==> src/rtl/cam_pkg.sv <==
// Shared definitions for the camera pattern generator: pattern modes, FSM states,
// the colour-bar table and RGB444 byte-packing helpers.
package cam_pkg;

    typedef enum logic [1:0] {
        MODE_SOLID    = 2'd0,
        MODE_BARS     = 2'd1,
        MODE_CHECKER  = 2'd2,
        MODE_GRADIENT = 2'd3
    } cam_mode_t;

    typedef enum logic {
        ST_IDLE  = 1'b0,
        ST_FRAME = 1'b1
    } cam_state_t;

    // Entry 0 is the leftmost bar.
    localparam logic [7:0][11:0] BAR_COLORS = {
        12'h000, 12'h00F, 12'hF00, 12'hF0F,
        12'h0F0, 12'h0FF, 12'hFF0, 12'hFFF
    };

    function automatic logic [11:0] pack_rgb(input logic [3:0] r,
                                             input logic [3:0] g,
                                             input logic [3:0] b);
        return {r, g, b};
    endfunction

    // Even byte carries red in the low nibble, odd byte carries {G,B}.
    function automatic logic [7:0] rgb_byte(input logic [11:0] rgb, input logic odd);
        return odd ? rgb[7:0] : {4'h0, rgb[11:8]};
    endfunction

endpackage

==> src/rtl/cam_pattern_lut.sv <==
// Combinational pixel colour generator: maps pattern mode and pixel coordinates
// to a 12-bit RGB444 value.
module cam_pattern_lut
    import cam_pkg::*;
#(
    parameter int WIDTH    = 160,
    parameter int CHK_LOG2 = 3,
    parameter int XW       = 8,
    parameter int YW       = 7
) (
    input  logic [1:0]    mode,
    input  logic [XW-1:0] x,
    input  logic [YW-1:0] y,
    input  logic [11:0]   color,
    input  logic [3:0]    frame_cnt,
    output logic [11:0]   rgb
);

    localparam int BAR_W = WIDTH / 8;

    logic [2:0] bar;
    logic       checker_odd;

    always_comb begin
        bar         = 3'(x / XW'(BAR_W));
        checker_odd = (|((x >> CHK_LOG2) & XW'(1))) ^ (|((y >> CHK_LOG2) & YW'(1)));
        rgb         = color;
        case (cam_mode_t'(mode))
            MODE_SOLID:    rgb = color;
            MODE_BARS:     rgb = BAR_COLORS[bar];
            MODE_CHECKER:  rgb = checker_odd ? ~color : color;
            MODE_GRADIENT: rgb = pack_rgb(x[3:0], y[3:0], frame_cnt);
            default:       rgb = color;
        endcase
    end

endmodule

==> src/rtl/cam_pattern_gen.sv <==
// Emulated camera source: divided pixel clock, vsync/href framing and a two-byte
// RGB444 pixel stream, all advancing on the falling edge of the emulated pclk.
module cam_pattern_gen
    import cam_pkg::*;
#(
    parameter int WIDTH      = 160,
    parameter int HEIGHT     = 120,
    parameter int H_BLANK    = 4,
    parameter int V_BLANK    = 4,
    parameter int VSYNC_ROWS = 2,
    parameter int PCLK_DIV   = 2,
    parameter int CHK_LOG2   = 3
) (
    input  logic        clk,
    input  logic        rst_n,
    input  logic        enable,
    input  logic [1:0]  mode,
    input  logic [11:0] color,
    output logic        CAM_pclk,
    output logic        CAM_vsync,
    output logic        CAM_href,
    output logic [7:0]  CAM_px_data,
    output logic        frame_done,
    output logic [3:0]  frame_cnt
);

    localparam int LINE_BYTES = 2 * WIDTH + H_BLANK;
    localparam int ROWS       = V_BLANK + HEIGHT;
    localparam int BW         = $clog2(LINE_BYTES + 1);
    localparam int RW         = $clog2(ROWS + 1);
    localparam int XW         = ($clog2(WIDTH) > 4) ? $clog2(WIDTH) : 4;
    localparam int YW         = ($clog2(HEIGHT) > 4) ? $clog2(HEIGHT) : 4;
    localparam int DW         = (PCLK_DIV > 1) ? $clog2(PCLK_DIV) : 1;

    localparam logic [BW-1:0] BYTE_LAST    = BW'(LINE_BYTES - 1);
    localparam logic [BW-1:0] ACTIVE_BYTES = BW'(2 * WIDTH);
    localparam logic [RW-1:0] ROW_LAST     = RW'(ROWS - 1);
    localparam logic [RW-1:0] VBLANK_ROWS  = RW'(V_BLANK);
    localparam logic [RW-1:0] VSYNC_END    = RW'(VSYNC_ROWS);
    localparam logic [DW-1:0] DIV_LAST     = DW'(PCLK_DIV - 1);

    logic [DW-1:0] div_cnt;
    logic          fall_tick;

    cam_state_t    state, state_next;
    logic [BW-1:0] byte_cnt, byte_next;
    logic [RW-1:0] row_cnt, row_next;
    logic [1:0]    mode_q, mode_next;
    logic [11:0]   color_q, color_next;
    logic [3:0]    frame_cnt_next;
    logic          done_next;

    logic          vsync_next, href_next;
    logic [7:0]    px_next;
    logic [XW-1:0] x_next;
    logic [YW-1:0] y_next;
    logic [11:0]   rgb_next;

    // pclk free-runs in every state; the framing logic only moves on its falling edge.
    always_ff @(posedge clk or negedge rst_n) begin
        if (!rst_n) begin
            div_cnt  <= '0;
            CAM_pclk <= 1'b0;
        end else if (div_cnt == DIV_LAST) begin
            div_cnt  <= '0;
            CAM_pclk <= ~CAM_pclk;
        end else begin
            div_cnt <= div_cnt + DW'(1);
        end
    end

    assign fall_tick = (div_cnt == DIV_LAST) && CAM_pclk;

    always_comb begin
        state_next     = state;
        byte_next      = byte_cnt;
        row_next       = row_cnt;
        mode_next      = mode_q;
        color_next     = color_q;
        frame_cnt_next = frame_cnt;
        done_next      = 1'b0;
        if (fall_tick) begin
            case (state)
                ST_IDLE: begin
                    byte_next = '0;
                    row_next  = '0;
                    if (enable) begin
                        state_next = ST_FRAME;
                        mode_next  = mode;
                        color_next = color;
                    end
                end
                ST_FRAME: begin
                    if (byte_cnt != BYTE_LAST) begin
                        byte_next = byte_cnt + BW'(1);
                    end else begin
                        byte_next = '0;
                        if (row_cnt != ROW_LAST) begin
                            row_next = row_cnt + RW'(1);
                        end else begin
                            // Inputs are only sampled here, so mid-frame changes wait for the next frame.
                            row_next       = '0;
                            done_next      = 1'b1;
                            frame_cnt_next = frame_cnt + 4'd1;
                            if (enable) begin
                                mode_next  = mode;
                                color_next = color;
                            end else begin
                                state_next = ST_IDLE;
                            end
                        end
                    end
                end
                default: state_next = ST_IDLE;
            endcase
        end
    end

    // Outputs are computed from the next position so the camera bus comes straight from flops.
    always_comb begin
        vsync_next = (state_next == ST_FRAME) && (row_next < VSYNC_END);
        href_next  = (state_next == ST_FRAME) && (row_next >= VBLANK_ROWS)
                     && (byte_next < ACTIVE_BYTES);
        x_next     = XW'(byte_next >> 1);
        y_next     = YW'(row_next - VBLANK_ROWS);
        px_next    = href_next ? rgb_byte(rgb_next, byte_next[0]) : 8'h00;
    end

    cam_pattern_lut #(
        .WIDTH    (WIDTH),
        .CHK_LOG2 (CHK_LOG2),
        .XW       (XW),
        .YW       (YW)
    ) u_lut (
        .mode      (mode_next),
        .x         (x_next),
        .y         (y_next),
        .color     (color_next),
        .frame_cnt (frame_cnt_next),
        .rgb       (rgb_next)
    );

    always_ff @(posedge clk or negedge rst_n) begin
        if (!rst_n) begin
            state       <= ST_IDLE;
            byte_cnt    <= '0;
            row_cnt     <= '0;
            mode_q      <= '0;
            color_q     <= '0;
            frame_cnt   <= '0;
            frame_done  <= 1'b0;
            CAM_vsync   <= 1'b0;
            CAM_href    <= 1'b0;
            CAM_px_data <= '0;
        end else begin
            state       <= state_next;
            byte_cnt    <= byte_next;
            row_cnt     <= row_next;
            mode_q      <= mode_next;
            color_q     <= color_next;
            frame_cnt   <= frame_cnt_next;
            frame_done  <= done_next;
            CAM_vsync   <= vsync_next;
            CAM_href    <= href_next;
            CAM_px_data <= px_next;
        end
    end

endmodule

==> config.mk <==
export PLATFORM = sky130hd
export DESIGN_NAME = cam_pattern_gen
export DESIGN_NICKNAME = d
export VERILOG_FILES = /design/src/rtl/cam_pkg.sv /design/src/rtl/cam_pattern_lut.sv /design/src/rtl/cam_pattern_gen.sv
export SDC_FILE = /design/constraint.sdc
export NUM_CORES = 1
export LEC_CHECK = 0
export CAP_MARGIN = 20
export CORE_UTILIZATION = 53
export CTS_CLUSTER_SIZE = 16
export DETAILED_ROUTE_END_ITERATION = 16
export HOLD_SLACK_MARGIN = 0.03
export PLACE_DENSITY = 0.76
export REMOVE_ABC_BUFFERS = 1
export SLEW_MARGIN = 20
export SYNTH_ARGS = -nofsm -noshare
export SYNTH_HDL_FRONTEND = slang
export SYNTH_SLANG_ARGS = --single-unit
export TNS_END_PERCENT = 1
==> constraint.sdc <==
create_clock -name clk -period 3.7 [get_ports clk]
set_input_delay 0.555 -clock clk [delete_from_list [all_inputs] [get_ports clk]]
set_output_delay 0.555 -clock clk [all_outputs]
set_load 0.05 [all_outputs]
# ---- After elaboration in Yosys (flattened, before gate mapping)
# Memories as Yosys holds them, arrays and structs flattened.
# Cells that the tools add are included.
dict set report word_totals {
  mem_bits_ro 96
  ramBits 0
  latchBits 0
  mem_count 1
  reg_bits 48
}
# memory depth word_bits read_ports rd_ports_with_merged_regs wr line_no
set memory_table {}
lappend memory_table {{(name not given)} 8 12 1 0 0 cam_pattern_lut.sv:30} ;# MODE_BARS: rgb = BAR_COLORS[bar];
dict set report op_classes {
  div_mod_pow 1
  add_sub_neg 5
  eq_ne 5
  n_reduce_logical 5
  n_mul 0
  bitwise_logic 4
  magnitude_cmp 4
  shifts 0
  mux 36
}
# cell count
set ops {}
lappend ops {{12-bit 2-to-1 mux} 6}
lappend ops {{12-bit case mux with 4 select lines} 1}
lappend ops {{12-bit case mux with 2 select lines} 1}
lappend ops {{7-bit 2-to-1 mux} 3}
lappend ops {{9-bit 2-to-1 mux} 2}
lappend ops {{9-bit case mux with 2 select lines} 1}
lappend ops {{4-bit 2-to-1 mux} 4}
lappend ops {{8-bit 2-to-1 mux} 2}
lappend ops {{7-bit case mux with 2 select lines} 1}
lappend ops {{12-bit inverter} 1}
lappend ops {{9-bit by 1-bit adder with 9-bit output (second input constant)} 1}
lappend ops {{9-bit < comparator (second input constant)} 1}
lappend ops {{1-bit 2-to-1 mux} 9}
lappend ops {{9-bit != test (second input constant)} 1}
lappend ops {{8-bit by 5-bit divider with 8-bit output (second input constant)} 1}
lappend ops {{2-bit 2-to-1 mux} 4}
lappend ops {{7-bit by 1-bit adder with 7-bit output (second input constant)} 1}
lappend ops {{7-bit by 3-bit >= comparator with 1-bit output (second input constant)} 1}
lappend ops {{7-bit by 2-bit < comparator with 1-bit output (second input constant)} 1}
lappend ops {{7-bit != test (second input constant)} 1}
lappend ops {{4-bit by 1-bit adder with 4-bit output (second input constant)} 1}
lappend ops {{2-bit equality test (second input constant)} 2}
lappend ops {{1-bit logical AND} 4}
lappend ops {{3-bit by 4-bit < comparator with 1-bit output (second input constant)} 1}
lappend ops {{8 further kinds} 9}

# ---- Logic depth before layout (Yosys ltp)
dict set report depth {
  depth_word 11
  ltp_mapped 12
  ltp_nobuf 10
}

# ---- Modules after synthesis
# Synthesis repeated with hierarchy kept, for this count alone.
dict set report hier_totals {
  cells_unflattened 308
  hier_area_um2 3021.6
}
# mod seq_area_each_um2 cells_per_inst n_inst area_each_um2
set modules_own_cells {}
lappend modules_own_cells {cam_pattern_gen 1201.2 203 1 2318.5}
lappend modules_own_cells {cam_pattern_lut 0.0 105 1 703.2}

# ---- Worst setup path after synthesis
# OpenSTA, ideal clock, no wires.
dict set report synth_timing {
  path_type {register to register}
  from {register CAM_pclk}
  to {register CAM_px_data[7]}
  setup_time_ns 0.077
  arrival_time_ns 2.846
  path_stages_with_launch 12
  period_less_slack_ns 2.924
  path_slack_ns 0.776
  path_buffers 2
  cell_sequence {dfrtp_1 buf_4 and2_0 clkbuf_1 nand2_1 a21oi_4 mux2i_1 clkinv_1 nor2_1 a21oi_1 a221o_2 a21oi_1}
}
# item line_no
set synth_lines {}
lappend synth_lines {{from (decl)} cam_pattern_gen.sv:19} ;# output logic CAM_pclk,
lappend synth_lines {{from (signal assigned)} cam_pattern_gen.sv:66} ;# CAM_pclk <= ~CAM_pclk;
lappend synth_lines {{1-bit logical AND *} cam_pattern_gen.sv:72} ;# assign fall_tick = (div_cnt == DIV_LAST) && CAM_pclk;
lappend synth_lines {{2-bit 2-to-1 mux *} cam_pattern_gen.sv:82} ;# if (fall_tick) begin
lappend synth_lines {{net mode_next[0]} cam_pattern_gen.sv:48} ;# logic [1:0] mode_q, mode_next;
lappend synth_lines {{2-bit equality test (tied with other cells)} cam_pattern_lut.sv:28} ;# case (cam_mode_t'(mode))
lappend synth_lines {{12-bit case mux with 4 select lines *} cam_pattern_lut.sv:28}
lappend synth_lines {{8-bit 2-to-1 mux *} cam_pkg.sv:31} ;# return odd ? rgb[7:0] : {4'h0, rgb[11:8]};
lappend synth_lines {{8-bit 2-to-1 mux *} cam_pattern_gen.sv:126} ;# px_next = href_next ? rgb_byte(rgb_next, byte_next[0]) : 8'h00;
lappend synth_lines {{net px_next[7]} cam_pattern_gen.sv:54} ;# logic [7:0] px_next;
lappend synth_lines {{to (signal assigned)} cam_pattern_gen.sv:165} ;# CAM_px_data <= px_next;
lappend synth_lines {{to (decl)} cam_pattern_gen.sv:22} ;# output logic [7:0] CAM_px_data,
# The timed path passes the listed nets; every way through them passes the cells marked *. The select of a mux whose other input is x is not followed.
# A chain may end at the register's enable or synchronous reset.

# ---- Final worst setup path
dict set report layout_timing {
  from {register byte_cnt[3]}
  to {register CAM_px_data[1]}
}
dict set report layout_between {
  elab_chain_len 10
}
# item line_no
set layout_rtl {}
lappend layout_rtl {{from (decl)} cam_pattern_gen.sv:46} ;# logic [BW-1:0] byte_cnt, byte_next;
lappend layout_rtl {{from (signal assigned)} cam_pattern_gen.sv:157} ;# byte_cnt <= byte_next;
lappend layout_rtl {{9-bit by 1-bit adder with 9-bit output or 9-bit != test (tied branches)} {cam_pattern_gen.sv:95, cam_pattern_gen.sv:94}}
lappend layout_rtl {{9-bit 2-to-1 mux *} cam_pattern_gen.sv:94} ;# if (byte_cnt != BYTE_LAST) begin
lappend layout_rtl {{9-bit case mux with 2 select lines *} cam_pattern_gen.sv:83} ;# case (state)
lappend layout_rtl {{9-bit 2-to-1 mux *} cam_pattern_gen.sv:82}
lappend layout_rtl {{net byte_next[4]} cam_pattern_gen.sv:46}
lappend layout_rtl {{8-bit by 5-bit divider with 8-bit output} cam_pattern_lut.sv:25} ;# bar = 3'(x / XW'(BAR_W));
lappend layout_rtl {{memory read 8 x 12 bit} --}
lappend layout_rtl {{12-bit 2-to-1 mux (not written as such)} cam_pattern_lut.sv:30}
lappend layout_rtl {{12-bit case mux with 4 select lines} cam_pattern_lut.sv:28}
lappend layout_rtl {{8-bit 2-to-1 mux} cam_pkg.sv:31}
lappend layout_rtl {{8-bit 2-to-1 mux *} cam_pattern_gen.sv:126}
lappend layout_rtl {{net px_next[1]} cam_pattern_gen.sv:54}
# Marks and branches as above.

==> results list <==
* Outcome: completed
- Timing would allow up to 306 MHz.
- Slew HR: between 40 and 50%
- Clock Sinks: 48
* CP Max Fanout: 10
- Walking the worst path, the cells encountered are or4_4 > o31ai_4 > a21oi_4 > or4_4 > nand3_2 > xnor2_1 > a221oi_1 > a311oi_1.
* Width of the chip: 76.7 microns
- GR Util All Layers: about 24%
* Library cell appearing most often on the critical path: sky130_fd_sc_hd__or4_4
* Main combinational cell family by area after synthesis: compound AO/OA/AOI/OAI gates
* Buffers added on ports: 32
- Async S/R FF share, synth: 100%
* Post-Syn Instances: 293
* Cell row count: 26
- Detailed Route Iter0 Violations: between 200 and 250
- After Yosys synthesis, XOR and XNOR cells account for approximately 7.1% of the synthesized area.
- Grouping stages by cell kind, the critical path spends the most delay in simple AND/OR/NAND/NOR gates.
- Measured along the y axis, the die boundary spans 76.7 microns.
- Fraction of final layout cells sized beyond drive strength 1: between 10% and 20%
- Dividing the detail-routed via count by the number of cells gives 6.15.
- Antenna violations before repair: 0
- Share of the clock period used by the worst path after layout: 88.4%
- Crit path launch: byte_cnt[3]
* Share of synthesized area spent on multiplexers: under 10%
- The clock tree synthesis step divided the H-tree into 2 levels.
- For this design the static power due to leakage is 1.40 nW.
* Number of warnings printed during yosys synthesis: 0
* Maximum VDD drop: between 0.15 and 0.2 mV
* Cts repair resizes: 0
- Tightest Pin Transition: 783 ps
* Internal power of the cells: 0.691 mW
- Combined buffer and inverter count along the critical path: 0
- Synthesis-stage register bit count: 48
- For this configuration, the core starts out at a cell density of 56.5%.
- Smallest hold slack: 254 ps
- In this run the standard cell core region covers 5240 sq um.
- Number of enable-type register cells in the synthesized netlist: 0
- The synthesized netlist devotes roughly 19% of its cell area to compound gates.
* Area growth from synthesis to final layout: 14.5%
- The completed layout was analyzed and its total power is between 0.8 and 0.9 mW.
* Largest net degree at the start of global routing: 49
- Total clock buffers created by CTS: 5
- Of the total synthesized cell area, the portion taken by full adders, half adders and majority gates is 1.27%.
- The min-delay analysis places its worst path in the category input pin to asynchronous set/reset pin.
- Clock-pin slew on the worst setup and hold paths: 90 ps
- The die covers 5890 sq um.
* Final HPWL DP: 4.84 mm
* Slowest cell on crit path: sky130_fd_sc_hd__or4_4
- On the worst path, the slowest cell contributes a delay of roughly 620 ps.
- Average size of a mapped cell: around 10 sq um
* Number of pins with negative max-slew slack in the final report: 0
- Post-synthesis cell area: 2960 sq um
* Net Sw Frac: 21.1%
* Max-cap violations: 0
* Post-detailed-route DRC marker count: 0
- Data on the critical path is required at its endpoint by 3890 ps.
- The routed design has 6.64 mm of wire.
- The via count of the first global-routing pass was approximately 2,300.
- By startpoint and endpoint, the worst setup path is classified as register to register.
- After the last flow step, the layout net total stands at between 300 and 400.
- Summed over all failing endpoints, the final setup total negative slack is 0 ps.
* Portion of the post-synthesis area used by sequential elements: ~41%
* Wire length per cell after detailed routing: roughly 17 microns
- Bufs on Longest Clock Path: 2
- Number of diodes added for antenna fixing: 0
* Post-synthesis cell type count: between 60 and 70
- The worst setup path is captured at a register.
- Of the total power, the clock network draws 37.0%.
* CTS Hold Buffers Added: 0
- Clock tree from TritonCTS: built
- 33 I/O pins were placed.
- Wire length of the first global-routing pass: 11.3 mm
* FF-to-FF Start: byte_cnt[3]
- Final GP Congestion: 0.864
* Detailed Routing Iterations Pass 1: 5
- Vias after detailed routing: 2,436
- Summing the areas of all and, or, nand and nor instances in the mapped netlist gives 19.4% of the synthesized area.
- The count of nets left with antenna violations once routing finished came out at 0.
* Overflow after GRT: 0
- For the worst setup path, the data arrival time is 3460 ps.
- The analysis attributes to net switching a power of 0.185 mW.
- Final core occ: between 60% and 70%
* Register-to-register path setup slack: 430 ps
- The number of hold violations in the final report came to 0.
- Portion of total power attributed to combinational logic: 3.2%
- Among all flip-flop cells after synthesis, the most frequent one is sky130_fd_sc_hd__dfrtp_1.
- Setup repair after global routing missed its margin: no
- After clock tree synthesis, the setup repair step added 0 buffers.
* Clock root buffer: sky130_fd_sc_hd__clkbuf_8
* Final setup viols: 0
- The later pin in the worst-skew pair is clocked with a latency of 290 ps.
- Worst setup skew after layout: 4.20 ps
* Post-route minimum period: 3270 ps
* Seq pwr share: roughly 60%
* Power Dens Cells: 258 nW/um^2
- Kind of launch point of the worst setup path: register
## layout make-up
cell class,count,area (sq um)
well taps,70,87.6
multi-input cells,217,1580
repair buffers,40,378
inverters,13,48.8
fillers,435,1850
clock inverters,1,7.51
flip-flops and latches,48,1200
clock buffers,7,86.3
## synthesized netlist by cell type, types with 3 or more instances
| master | instances | share of area, % |
|---|---|---|
| sky130_fd_sc_hd__nand2_1 | 20 | 2.5 |
| sky130_fd_sc_hd__xnor2_1 | 13 | 3.8 |
| sky130_fd_sc_hd__nand4_1 | 8 | 1.7 |
| sky130_fd_sc_hd__a211oi_1 | 3 | 0.76 |
| sky130_fd_sc_hd__ha_1 | 3 | 1.3 |
| sky130_fd_sc_hd__nor2b_1 | 3 | 0.63 |
| sky130_fd_sc_hd__and3_1 | 6 | 1.3 |
| sky130_fd_sc_hd__nand3_1 | 8 | 1.4 |
| sky130_fd_sc_hd__mux2i_1 | 4 | 1.4 |
| sky130_fd_sc_hd__o31ai_1 | 5 | 1.3 |
| sky130_fd_sc_hd__nor2_1 | 13 | 1.6 |
| sky130_fd_sc_hd__dfrtp_1 | 48 | 41 |
| sky130_fd_sc_hd__mux2_2 | 13 | 4.9 |
| sky130_fd_sc_hd__o21ai_0 | 13 | 2.2 |
| sky130_fd_sc_hd__and2_1 | 7 | 1.5 |
| sky130_fd_sc_hd__a22oi_1 | 5 | 1.3 |
| sky130_fd_sc_hd__clkbuf_1 | 5 | 0.63 |
| sky130_fd_sc_hd__inv_1 | 12 | 1.5 |
| sky130_fd_sc_hd__nor3_1 | 4 | 0.68 |
| sky130_fd_sc_hd__or3_1 | 3 | 0.63 |
| sky130_fd_sc_hd__a21oi_1 | 15 | 2.5 |
| sky130_fd_sc_hd__a211o_1 | 3 | 0.89 |
| sky130_fd_sc_hd__xor2_1 | 11 | 3.3 |
| sky130_fd_sc_hd__o211ai_1 | 4 | 1.0 |
| sky130_fd_sc_hd__buf_6 | 6 | 2.3 |
| sky130_fd_sc_hd__a221oi_1 | 7 | 2.1 |
## flip-flops by register name, summed over array words and instances, names as in the netlist
register,flops
CAM_pclk,1
mode_q,2
state,1
CAM_px_data,8
byte_cnt,9
CAM_vsync,1
CAM_href,1
frame_done,1
color_q,12
frame_cnt,4
row_cnt,7
div_cnt,1
## final timing paths
check / cells past startpoint / endpoint
min: 1 / CAM_pclk
max reg2reg: 8 / CAM_px_data[1]
min reg2reg: 1 / color_q[6]
max in group asynchronous: 1 / byte_cnt[2]
max: 8 / CAM_px_data[1]
min in group clk: 1 / color_q[6]
## power by group through the flow
stage	logic (mW)	clock network, mW	registers (mW)
floorplan	0.000812	0	0.535
global placement	0.0282	0	0.535
detailed placement	0.0285	0	0.535
CTS	0.0287	0.330	0.524
global route	0.0313	0.352	0.524
finish	0.0279	0.324	0.524
## routing by layer
layer	track usage, %	vias to the layer above	part of all wire, %
met5	0	-	0
met4	8.27	0	2.0
met3	3.10	12	4.2
met2	38.8	73	48
met1	34.1	1202	46
li1	-	1149	-
## cell families after synthesis
logic type,Yosys count
xor+xnor,24
buf+inv,28
fa+ha+maj,3
compound gates,77
mux,17
simple gates,96
flops,48
## layout by cell type, fill, tap and decap left out, types with 3 or more instances in the layout
cell and n:
sky130_fd_sc_hd__a211o_1 3, sky130_fd_sc_hd__a211oi_1 3, sky130_fd_sc_hd__a21oi_1 15, sky130_fd_sc_hd__a221oi_1 7, sky130_fd_sc_hd__a22oi_1 5, sky130_fd_sc_hd__and2_1 7
sky130_fd_sc_hd__and3_1 6, sky130_fd_sc_hd__buf_4 9, sky130_fd_sc_hd__clkbuf_8 6, sky130_fd_sc_hd__clkdlybuf4s50_1 31, sky130_fd_sc_hd__dfrtp_1 48, sky130_fd_sc_hd__ha_1 3
sky130_fd_sc_hd__inv_1 12, sky130_fd_sc_hd__mux2_2 13, sky130_fd_sc_hd__mux2i_1 4, sky130_fd_sc_hd__nand2_1 20, sky130_fd_sc_hd__nand3_1 8, sky130_fd_sc_hd__nand4_1 8
sky130_fd_sc_hd__nor2_1 13, sky130_fd_sc_hd__nor2b_1 3, sky130_fd_sc_hd__nor3_1 4, sky130_fd_sc_hd__o211ai_1 4, sky130_fd_sc_hd__o21ai_0 13, sky130_fd_sc_hd__o31ai_1 5
sky130_fd_sc_hd__or3_1 3, sky130_fd_sc_hd__xnor2_1 13, sky130_fd_sc_hd__xor2_1 11
## through the flow
stage / instances / worst slack [ps] / cell area [sq um]
6_report: 396 / 430 / 3390
5_1_grt: 396 / 323 / 3390
4_1_cts: 396 / 477 / 3390
3_5_place_dp: 388 / 496 / 3290
3_3_place_gp: 388 / 565 / 3290
2_1_floorplan: 278 / 209 / 2830
Note: power is estimated with default switching activity, not from simulation.
